**src/rtl/apb_tx_fifo_slave.sv**
```systemverilog
// APB completer that buffers written bytes in a show-ahead FIFO and
// streams them to a downstream protocol engine over valid/ready.
module apb_tx_fifo_slave #(
    parameter int unsigned m     = 8,
    parameter int unsigned DEPTH = 4,
    parameter int unsigned AW    = $clog2(DEPTH)
) (
    input  logic          PCLK,
    input  logic          PRESET,
    input  logic          PSEL,
    input  logic          PENABLE,
    input  logic          PWRITE,
    input  logic [m-1:0]  PWDATA,
    output logic          PREADY,
    output logic          PRDATA,
    output logic [m-1:0]  o_data,
    output logic          o_valid,
    input  logic          i_ready,
    output logic [AW:0]   o_level,
    output logic          o_proto_err
);

    typedef enum logic [1:0] {
        IDLE     = 2'd0,
        SETUP    = 2'd1,
        ACCESS   = 2'd2,
        COMPLETE = 2'd3
    } state_t;

    state_t         state;
    state_t         state_nxt;
    logic [m-1:0]   mem [DEPTH];
    logic [AW-1:0]  wr_ptr;
    logic [AW-1:0]  rd_ptr;
    logic [AW:0]    count;
    logic           full;
    logic           push;
    logic           pop;
    logic           err_set;

    // Full is judged on the registered count, so a same-cycle pop never unblocks a write.
    assign full = (count == (AW+1)'(DEPTH));
    assign pop  = o_valid & i_ready;

    // State register.
    always_ff @(posedge PCLK) begin
        if (PRESET) begin
            state <= IDLE;
        end else begin
            state <= state_nxt;
        end
    end

    // Next-state logic for the APB transfer sequence.
    always_comb begin
        state_nxt = state;
        case (state)
            IDLE: begin
                if (PSEL && !PENABLE) begin
                    state_nxt = SETUP;
                end else if (PSEL && PENABLE) begin
                    state_nxt = COMPLETE;
                end
            end
            SETUP: begin
                if (!PSEL) begin
                    state_nxt = IDLE;
                end else if (PENABLE) begin
                    state_nxt = ACCESS;
                end
            end
            ACCESS: begin
                if (!PSEL) begin
                    state_nxt = IDLE;
                end else if (PREADY) begin
                    state_nxt = COMPLETE;
                end
            end
            COMPLETE: begin
                if (!PSEL) begin
                    state_nxt = IDLE;
                end else if (!PENABLE) begin
                    state_nxt = SETUP;
                end
            end
            default: state_nxt = IDLE;
        endcase
    end

    // APB responses, push strobe and protocol-error detection per state.
    always_comb begin
        PREADY  = 1'b0;
        PRDATA  = 1'b0;
        push    = 1'b0;
        err_set = 1'b0;
        case (state)
            IDLE: begin
                err_set = PSEL & PENABLE;
            end
            ACCESS: begin
                PREADY  = PWRITE ? ~full : 1'b1;
                PRDATA  = ~PWRITE & (count == '0);
                push    = PSEL & PENABLE & PWRITE & PREADY;
                err_set = ~PSEL;
            end
            default: ;
        endcase
    end

    // FIFO pointers, occupancy and sticky error flag.
    always_ff @(posedge PCLK) begin
        if (PRESET) begin
            wr_ptr      <= '0;
            rd_ptr      <= '0;
            count       <= '0;
            o_proto_err <= 1'b0;
        end else begin
            if (push) begin
                wr_ptr <= wr_ptr + AW'(1);
            end
            if (pop) begin
                rd_ptr <= rd_ptr + AW'(1);
            end
            case ({push, pop})
                2'b10:   count <= count + (AW+1)'(1);
                2'b01:   count <= count - (AW+1)'(1);
                default: count <= count;
            endcase
            if (err_set) begin
                o_proto_err <= 1'b1;
            end
        end
    end

    // Storage array; contents need no reset since pointers define validity.
    always_ff @(posedge PCLK) begin
        if (push && !PRESET) begin
            mem[wr_ptr] <= PWDATA;
        end
    end

    assign o_data  = mem[rd_ptr];
    assign o_valid = (count != '0);
    assign o_level = count;

endmodule
```
**config.mk**
```make
export PLATFORM = sky130hd
export DESIGN_NAME = apb_tx_fifo_slave
export DESIGN_NICKNAME = d
export VERILOG_FILES = /design/src/rtl/apb_tx_fifo_slave.sv
export SDC_FILE = /design/constraint.sdc
export NUM_CORES = 1
export LEC_CHECK = 0
export CAP_MARGIN = 15
export CORE_MARGIN = 2
export CORE_UTILIZATION = 38
export DETAILED_ROUTE_END_ITERATION = 8
export GPL_TIMING_DRIVEN = 0
export HOLD_SLACK_MARGIN = 0.02
export PLACE_DENSITY_LB_ADDON = 0.3
export SETUP_SLACK_MARGIN = 0.4
export SYNTH_ARGS = -nofsm -noshare
export SYNTH_HDL_FRONTEND = slang
export SYNTH_SLANG_ARGS = --single-unit
```
**constraint.sdc**
```tcl
create_clock -name PCLK -period 3.1 [get_ports PCLK]
set_input_delay 0.465 -clock PCLK [delete_from_list [all_inputs] [get_ports PCLK]]
set_output_delay 0.465 -clock PCLK [all_outputs]
set_load 0.03 [all_outputs]
```
# Word level (Yosys, flattened, before mapping)
# Memories as Yosys holds them, arrays and structs flattened. A register that Yosys moved wholly into a read port is not among the register bits.
# Cells that the tools add are included.
# W data, S select, Z words.
# totals
reg_bits	10
latch_bits	0
mem_bits_rw	32
mem_bits_ro	0
in_bits	14
output_inout_bits	15
word_cells	57
mem_count	1
# memory_table
memory	words	word_bits	read_ports	rd_clocked_by_memory_dff	wr	line	text
mem	4	8	1	1	1	32	logic [m-1:0] mem [DEPTH];
# classes
add_sub_neg	4
mul	0
div_mod_pow	0
n_lt_le_gt_ge	0
n_eq_ne	10
n_shift	0
muxes	19
bitwise_logic	8
n_reduce_logical	10
# op_table
op	count
$mux W2	10
$ne A3 B3 Y1 const B	4
$pmux W2 S4	1
$eq A2 B2 Y1 const B	3
$mux W1	6
$pmux W3 S2	1
$and A1 B1 Y1	5
$add A2 B1 Y2 const B	2
$eq A2 B1 Y1 const B	2
$reduce_and A4 Y1	1
$add A3 B1 Y3 const B	1
$eq A3 B3 Y1 const B	1
$logic_and A1 B1 Y1	3
$logic_not A3 Y1	1
$not A1 Y1	3
$reduce_bool A3 Y1	1
$sub A3 B1 Y3 const B	1
$logic_not A1 Y1	2
$logic_not A2 Y1	1
$pmux W1 S2	1
$reduce_bool A2 Y1	1

# Depth between registers and ports, before layout
# Gate-level depths: netlist (run 1).
# depth
ltp_word	8
mapped_depth	9
ltp_nobuf	9

# Worst setup path before layout (run 1)
# Ideal clock, no wire load.
# synth_timing
path_type	flip-flop to flip-flop
startpoint	register count[2], in the netlist o_level[2]
endpoint	register count[2], in the netlist o_level[2]
setup_time_ps	72
t_arrival_ps	2186
required_time_ps	3028
setup_slack_ps	842
path_stages_with_launch	10
n_path_buf	0
synth_period_minus_slack_ps	2258
path_cell_list	dfxtp_1 and4bb_4 nor3_4 inv_2 ha_1 inv_1 fa_1 xor2_1 or3_1 a21oi_1
# synth_via
elab_chain_cells	7
elab_cells_between_ends	13
classes_between	2 x add/sub; 3 x eq/ne; 3 x mux; 3 x bitwise; 2 x reduce/logical
# synth_rtl
element	line	text
start: declaration	35	logic [AW:0] count;
start signal: assignment	125	2'b10: count <= count + (AW+1)'(1);
start signal: assignment	126	2'b01: count <= count - (AW+1)'(1);
start signal: assignment	127	default: count <= count;
$eq A3 B3 Y1	42	assign full = (count == (AW+1)'(DEPTH));
$not A1 Y1	101	PREADY = PWRITE ? ~full : 1'b1;
$mux W1	101	
$and A1 B1 Y1	103	push = PSEL & PENABLE & PWRITE & PREADY;
$mux W1	96	case (state)
$eq A2 B1 Y1 / $eq A2 B2 Y1 (equally long branches)	124	case ({push, pop})
$pmux W3 S2 / $reduce_bool A2 Y1 (equally long branches)	-	
# Parallel ways exist; a longest one is shown, timed or not.
# A chain may end at the register's enable or synchronous reset.

==> results of run 1 <==
==> worst max-delay path by stage <==
stage,cells after the start,slack (ns),startpoint,end
finish,3,0.61,register,o_data[3]
CTS,3,0.57,register,o_data[3]
global route,10,0.51,PWRITE,o_level[2]$_SDFFE_PP0P_
global placement,10,0.40,PWRITE,o_level[2]$_SDFFE_PP0P_
floorplan,9,0.84,o_level[2]$_SDFFE_PP0P_,o_level[2]$_SDFFE_PP0P_
detailed placement,10,0.34,PWRITE,o_level[2]$_SDFFE_PP0P_
==> worst register-to-register path, stage by stage, from the launching register on <==
cell and delay [ns]:
sky130_fd_sc_hd__dfxtp_1 0.37, sky130_fd_sc_hd__and4bb_4 0.39, sky130_fd_sc_hd__nor3_4 0.06, sky130_fd_sc_hd__inv_2 0.12, sky130_fd_sc_hd__ha_1 0.21, sky130_fd_sc_hd__inv_1 0.06, sky130_fd_sc_hd__fa_1 0.37, sky130_fd_sc_hd__xor2_1 0.16
sky130_fd_sc_hd__or3_1 0.30, sky130_fd_sc_hd__a21oi_1 0.13
==> cell type report <==
class	instances	share of cell area, %
multi-input combinational	56	25.4
timing repair buffer	28	12.6
sequential	44	53.8
tap	54	3.03
clock inverter	1	0.224
inverter	7	1.18
buffer	3	0.561
clock buffer	6	3.25
==> registers in the layout (all words and copies together), names as in the netlist, named ones only <==
name,flops
o_proto_err,1
o_level,3
state,2
rd_ptr,2
wr_ptr,2
mem,32
==> through the flow <==
| stage | area, um^2 | total power, W | util [%] | hold WS (ns) |
|---|---|---|---|---|
| after floorplan | 1810 | 0.000681 | - | 0.468 |
| after global placement | 2150 | 0.000715 | 46.2 | 0.470 |
| after detailed placement | 2150 | 0.000718 | 46.2 | 0.481 |
| after CTS | 2230 | 0.00105 | 47.9 | 0.504 |
| after global routing | 2230 | 0.00107 | 47.9 | 0.517 |
| final | 2230 | 0.00104 | 47.9 | 0.508 |
==> cells by family after synthesis <==
| family | synth area share, % |
|---|---|
| xor gates and xnor gates | 1.94 |
| muxes | 11.1 |
| buffers and inverters | 2.15 |
| and+or+nand+nor | 9.83 |
| AOI/OAI and AO/OA | 3.88 |
| adders and majority gates | 4.57 |
| DFF | 66.5 |
==> layer usage <==
layer | global-route usage (%) | vias to the layer above
li1 | - | 476
met1 | 14.4 | 487
met2 | 20.4 | 32
met3 | 4.28 | 6
met4 | 5.56 | 0
met5 | 0 | -
==> placed cells by master, fill, tap and decap left out, drive strengths merged <==
cell type,synthesis,final
edfxtp,32,32
clkdlybuf4s50,0,28
dfxtp,12,12
nor2,9,9
mux4,8,8
inv,7,7
clkbuf,0,6
nand2b,5,5
a21oi,5,5
ha,5,5
nor3b,4,4
xor2,3,3
buf,3,3
or3,2,2
o21ai,2,2
nor3,2,2
and4bb,1,1
nand3,1,1
o31a,1,1
nand3b,1,1
o21ba,1,1
mux2i,1,1
o311ai,1,1
a21o,1,1
mux2,1,1
xnor2,1,1
fa,1,1
clkinv,0,1
==> power groups by stage <==
stage | clock network, W | logic (W) | registers (W)
floorplan | 0 | 0.0000280 | 0.000653
CTS | 0.000344 | 0.0000680 | 0.000637
finish | 0.000334 | 0.0000671 | 0.000637
global placement | 0 | 0.0000650 | 0.000650
global route | 0.000360 | 0.0000723 | 0.000638
detailed placement | 0 | 0.0000676 | 0.000651
==> implementation parameters, run 1 <==
Parameter                              Value

Status
  Run status ... completed

Finish
  Antenna cell count ... 0
  Total area of multi-input combinational cells ... 567 um^2
  Fraction of final layout cells with drive strength greater than 1 ... between 10% and 20%
  Number of nets at the end of the flow ... 165
  Non-filler cells, final ... 199
  Flip-flop and latch area ... 1200 um^2
  Layout filler cell count ... 395
  Relative area change from synthesis to final layout ... 23.5%

STA
  Share of the cycle needed by the critical path after routing ... 80.5%
  Post-Route Setup TNS ... 0 ns
  Total of endpoints with negative setup slack in the final report ... 0
  Unrepaired setup endpoints after global routing ... false
  Slew at the pin with the worst max-slew slack ... around 0.76 ns
  Worst max-slew margin expressed relative to the limit ... 49.0%
  Max-slew violation total from the final report ... 0
  Achievable frequency ... 401 MHz
  Final setup slack of the worst path ... 0.605 ns
  Final-report hold violation count ... 0
  Clock skew after layout ... about 0.0036 ns
  Crit path time final ... 2.49 ns

GRT
  Number of global-route vias before repair ... 981
  Overflow left after global routing ... 0
  Antenna violations before repair ... 0
  Pin count of the biggest net entering global routing ... 13
  First-pass GRT wire length ... roughly 4700 um
  Global-route usage over all layers ... 12.3%

Logic synthesis
  EDFF count, synth ... 32
  Post-synth design cell area ... 1810 um^2
  Post-synth top area cell ... sky130_fd_sc_hd__edfxtp_1
  Primary FF master, synth ... sky130_fd_sc_hd__edfxtp_1
  Mean instance size in the synthesized netlist ... 16.4 um^2
  Top cell type's share of synthesized area ... 53.2%
  Commonest cells in the netlist ... sky130_fd_sc_hd__edfxtp_1, sky130_fd_sc_hd__dfxtp_1, sky130_fd_sc_hd__nor2_1
  Cell types with the largest area share after synthesis ... sky130_fd_sc_hd__edfxtp_1, sky130_fd_sc_hd__dfxtp_1, sky130_fd_sc_hd__mux4_2, sky130_fd_sc_hd__ha_1, sky130_fd_sc_hd__nor3b_2
  Async S/R FF share, synth ... 0%
  Mapped Cells ... 110
  Number of distinct standard cells referenced by the synthesized netlist ... 28
  Synth Warn # ... 0
  Cell with the most instances after synthesis ... sky130_fd_sc_hd__edfxtp_1
  Sequential-to-total area share from yosys stat ... 66.5%
  Flop and latch count out of synthesis ... 44
  Syn nets ... 130

Min path
  Hold-critical path endpoint ... o_proto_err$_SDFFE_PP0P_
  Worst hold stages ... 1
  Class of the worst hold path ... register to register
  Hold Startpoint ... o_proto_err$_SDFFE_PP0P_

Pwr
  Switching pwr ... 0.000217 W
  Static Leak ... 0.715 nW
  Int Power ... 0.000821 W
  Switching power share of the total ... 20.9%
  Share of power burned in the clock network ... between 30% and 40%
  Portion of total power attributed to combinational logic ... 6.5%
  Peak supply drop ... 0.172 mV
  Share of total power in sequential cells ... 61.4%
  Power Density ... 465 nW/um^2

Place
  Worst slack at placement ... 0.336 ns
  Routability-driven placement congestion ratio ... 0.706
  Count of placed standard cells including taps ... 192
  Number of port buffers ... 28
  Hpwl dp ... slightly above 2000 um

Floorplanning
  Initial Util ... between 30% and 40%
  I/O pin count ... 29
  Std-Cell Core Area ... 4660 um^2
  Die area ... 5320 um^2
  Vert. Die Dim ... between 70 and 80 um
  Die outline width ... between 70 and 80 um
  # rows ... 25

Route
  Detail-routed via count per cell ... 5.03
  WL/cell ... 14.8 um
  DR vias ... 1001
  Sum of met2 wire segment lengths after detailed routing ... 1500 um
  First-pass iteration count of the detailed router ... 4
  Total wire length after detailed routing ... between 2000 and 3000 um
  Final ANT Viol Nets ... 0
  Total DRC errors in the routed layout ... 0
  Wire length on met3 ... 170 um
  Post-route met1 wirelength ... about 1200 um
  Highest routed layer ... met4
  Number of design-rule violations left by the first detailed-router iteration ... 41

CTS
  Total of hold buffers inserted after clock tree synthesis ... 0
  Root buf cell ... sky130_fd_sc_hd__clkbuf_8
  Clock Sink Count ... 44
  Clk pin slew, worst setup/hold paths ... 0.07 ns
  Buffers inserted during post-CTS setup optimization ... 0
  Cts repair resizes ... 0
  Clock insertion delay at the later pin of the skew report ... between 0.2 and 0.3 ns
  H-tree depth ... 2
  Total CTS buffers ... 5
  Clock Path Buffers ... 2
  TritonCTS clock tree ... done

Setup path
  Worst path slowest cell ... sky130_fd_sc_hd__clkdlybuf4s50_1
  Data arrival time of the critical path ... 2.03 ns
  Data required time at the worst endpoint ... about 2.6 ns
  Longest individual stage delay on the worst path ... 0.61 ns
  Critical path fanouts, max ... 8
  Cell family contributing the most delay on the critical path ... buffers and inverters
  Endpoint of the most critical register-to-register path ... o_level[2]$_SDFFE_PP0P_
  Cells along the critical path ... buf_2 -> mux4_2 -> clkdlybuf4s50_1
  Reg2reg setup slack ... about 0.85 ns
  Startpoint of the lowest-slack register-to-register path ... o_level[0]$_SDFFE_PP0P_
  Sort of element at the end of the critical path ... output pin
  CP Launch Type ... register
  Worst reg-to-reg path cell count ... 9
  Critical Setup Path Class ... register to output pin
  Total buffers and inverters traversed by the critical path ... 2

Run
  Reported max-cap violation count ... 0
Note: power is estimated with default switching activity, not from simulation.
==> run 2: changes to the inputs <==
- clock period: 3.1 -> 2.29 ns (I/O delays scaled with it)
==> run 2 against run 1 <==
Clock power grew 70%. First-iteration DRC count shrank 17%. Clock skew grew 0.0031 ns. Sequential share of layout area shrank 5.5 points.
==> implementation parameters, run 2 (synthesis results as in run 1) <==
Parameter                              Value

STA
  Post-route worst hold slack ... 0.386 ns (was 0.508 ns)
  Clock skew after layout ... 0.00676 ns (was 0.00364 ns)
  Total of endpoints with negative setup slack in the final report ... 0 (unchanged)
  Achievable frequency ... 495 MHz
  Max-slew violation total from the final report ... 0 (unchanged)
  Worst max-slew margin expressed relative to the limit ... 52.2% (was 49.0%)
  Final-report hold violation count ... 0 (unchanged)
  Crit path time final ... 2.02 ns
  Unrepaired setup endpoints after global routing ... true (was false)
  Share of the cycle needed by the critical path after routing ... roughly nine tenths
  Slew at the pin with the worst max-slew slack ... 0.717 ns (was 0.761 ns)

Setup path
  Critical Setup Path Class ... register to register (was register to output pin)
  Endpoint of the most critical register-to-register path ... o_level[2]$_SDFFE_PP0P_ (unchanged)
  Worst reg-to-reg path cell count ... 9 (unchanged)
  Sort of element at the end of the critical path ... register (was output pin)
  Crit path launch ... o_level[1]$_SDFFE_PP0P_
  Startpoint of the lowest-slack register-to-register path ... o_level[1]$_SDFFE_PP0P_ (was o_level[0]$_SDFFE_PP0P_)
  Data arrival time of the critical path ... 2.24 ns (was 2.03 ns)
  CP Launch Type ... register (unchanged)
  Critical path fanouts, max ... 5 (was 8)
  Reg2reg setup slack ... 0.27 ns (was 0.85 ns)
  Worst setup endpoint ... o_level[2]$_SDFFE_PP0P_ (was o_data[3])
  Data required time at the worst endpoint ... 2.51 ns (was 2.63 ns)

CTS
  Root buf cell ... sky130_fd_sc_hd__clkbuf_8 (unchanged)
  Total CTS buffers ... 5 (unchanged)
  Clock insertion delay at the later pin of the skew report ... 0.29 ns (about the same)
  Clock Path Buffers ... 2 (unchanged)
  TritonCTS clock tree ... done (unchanged)
  H-tree depth ... 2 (unchanged)
  Clock Sink Count ... 44 (unchanged)
  Clk pin slew, worst setup/hold paths ... 0.08 ns (was 0.07 ns)

GRT
  Pin count of the biggest net entering global routing ... 14 (was 13)
  Number of global-route vias before repair ... 1054 (was 981)
  Overflow left after global routing ... 0 (unchanged)
  First-pass GRT wire length ... 5040 um (was 4690 um)
  Global-route usage over all layers ... 13.1% (was 12.3%)
  Antenna violations before repair ... 0 (unchanged)

Route
  Number of design-rule violations left by the first detailed-router iteration ... 34 (was 41)
  Detail-routed via count per cell ... 4.96 (was 5.03)
  Total DRC errors in the routed layout ... 0 (unchanged)
  DR vias ... 1071 (was 1001)
  First-pass iteration count of the detailed router ... 4 (unchanged)
  Final ANT Viol Nets ... 0 (unchanged)
  Total wire length after detailed routing ... 3140 um (was 2950 um)
  WL/cell ... 14.5 um (was 14.8 um)

Finish
  Layout filler cell count ... 365 (was 395)
  Antenna cell count ... 0 (unchanged)
  Largest register FFs ... 32 (unchanged)
  Register containing the most flip-flops in the final layout ... mem (unchanged)
  Commonest cells after routing, fill and taps aside ... sky130_fd_sc_hd__edfxtp_1, sky130_fd_sc_hd__clkdlybuf4s50_1, sky130_fd_sc_hd__buf_4, sky130_fd_sc_hd__nor2_1, sky130_fd_sc_hd__dfxtp_1 (was sky130_fd_sc_hd__edfxtp_1, sky130_fd_sc_hd__clkdlybuf4s50_1, sky130_fd_sc_hd__dfxtp_1, sky130_fd_sc_hd__nor2_1, sky130_fd_sc_hd__mux4_2)
  Final Instance Area ... 2500 um^2 (was 2230 um^2)
  Relative area change from synthesis to final layout ... 38.5% (was 23.5%)
  Total area of multi-input combinational cells ... 612 um^2 (was 567 um^2)
  Commonest non-fill, non-tap cell in the layout ... sky130_fd_sc_hd__edfxtp_1 (unchanged)
  Fraction of final layout cells with drive strength greater than 1 ... 35.8% (was 15.9%)
  Number of nets at the end of the flow ... 181 (was 165)
  Flip-flop and latch area ... 1210 um^2 (was 1200 um^2)

Floorplanning
  Die area ... 5320 um^2 (unchanged)
  Std-Cell Core Area ... 4660 um^2 (unchanged)
  # rows ... 25 (unchanged)
  Die outline width ... 73.0 um (unchanged)
  I/O pin count ... 29 (unchanged)
  Initial Util ... 38.8% (unchanged)
  Vert. Die Dim ... 73.0 um (unchanged)

Pwr
  Power Density ... 609 nW/um^2 (was 465 nW/um^2)
  Switching pwr ... 0.000298 W (was 0.000217 W)
  Share of total power in sequential cells ... 56.4% (was 61.4%)
  Portion of total power attributed to combinational logic ... 6.3% (was 6.5%)
  Switching power share of the total ... 19.5% (was 20.9%)
  Int Power ... 0.00123 W (was 0.000821 W)
  Peak supply drop ... 0.331 mV (was 0.172 mV)
  Share of power burned in the clock network ... 37.3% (was 32.1%)
  Static Leak ... 0.917 nW (was 0.715 nW)

Place
  Routability-driven placement congestion ratio ... 0.642 (was 0.706)
  Placed cell area ... 2180 um^2 (was 2150 um^2)
  Hpwl dp ... 2070 um (was 2030 um)
  Number of port buffers ... 28 (unchanged)

Run
  Reported max-cap violation count ... 0 (unchanged)

Status
  Run status ... completed (unchanged)

Min path
  Class of the worst hold path ... input pin to register (was register to register)
==> run 2: changes by cell type in the layout (fill, tap and decap cells not counted), sizes merged <==
cell           previous run  this run
dlymetal6s2s              0         2
buf                       3        28
clkdlybuf4s50            28        14
bufinv                    0         1
dlygate4sd2               0         2
clkbuf                    6         7
==> run 2: through the flow <==
stage,util (%),setup slack [ns],total power [W],cells,TNS [ns]
floorplan,-,0.264,0.000923,110,0
global placement,46.7,-0.184,0.000969,192,-5.30
detailed placement,46.7,-0.247,0.000972,192,-7.37
CTS,52.1,0.255,0.00154,213,0
global route,53.7,0.182,0.00158,216,0
finish,53.7,0.272,0.00153,216,0
==> run 2: timing repair <==
item                       in CTS  in global routing
setup buffers                  13                  3
setup endpoints to repair      45                 17
hold buffers                    0                  0
resized for setup              55                 26
pin swaps                       7                  1
==> run 2: critical path, stage by stage (launching register included) <==
cell                       delay [ns]
sky130_fd_sc_hd__dfxtp_4         0.36
sky130_fd_sc_hd__and4bb_4        0.35
sky130_fd_sc_hd__nor3_4          0.06
sky130_fd_sc_hd__inv_4           0.08
sky130_fd_sc_hd__ha_4            0.14
sky130_fd_sc_hd__inv_2           0.03
sky130_fd_sc_hd__fa_2            0.32
sky130_fd_sc_hd__xor2_1          0.15
sky130_fd_sc_hd__or3_1           0.31
sky130_fd_sc_hd__a21oi_1         0.13
==> run 2: worst min path at each step <==
stage | startpoint | endpoint | slack [ns] | cells after the start
2_1_floorplan | PWDATA[0] | mem[0][0]$_DFFE_PP_ | 0.44 | 0
6_report | PENABLE | state[1]$_SDFFE_PP0P_ | 0.39 | 3
5_1_grt | PENABLE | state[1]$_SDFFE_PP0P_ | 0.40 | 3
3_5_place_dp | o_proto_err$_SDFFE_PP0P_ | o_proto_err$_SDFFE_PP0P_ | 0.47 | 1
4_1_cts | o_proto_err$_SDFFE_PP0P_ | o_proto_err$_SDFFE_PP0P_ | 0.50 | 1
3_3_place_gp | o_proto_err$_SDFFE_PP0P_ | o_proto_err$_SDFFE_PP0P_ | 0.47 | 1
==> run 2: cell type report <==
class	instances	area share (%)
Sequential cell	44	48.3
Multi-Input combinational cell	56	24.5
Timing Repair Buffer	44	18.3
Clock buffer	6	2.90
Tap cell	54	2.70
Clock inverter	2	1.40
Inverter	7	1.15
Buffer	3	0.800
==> run 2: layer usage <==
metal | share of wire [%] | vias up | track usage (%) | wire [um]
met5 | 0 | - | 0 | 0
met4 | 1.7 | 0 | 4.94 | 52
met3 | 6.9 | 6 | 4.56 | 218
met2 | 51 | 34 | 22.4 | 1610
met1 | 40 | 517 | 15.1 | 1260
li1 | - | 514 | - | -
==> run 2: power by group through the flow <==
stage / combinational [W] / sequential [W] / clock, W
floorplan: 0.0000392 / 0.000883 / 0
global placement: 0.0000896 / 0.000879 / 0
detailed placement: 0.0000926 / 0.000879 / 0
CTS: 0.0000941 / 0.000861 / 0.000587
global route: 0.000103 / 0.000861 / 0.000619
finish: 0.0000954 / 0.000861 / 0.000569
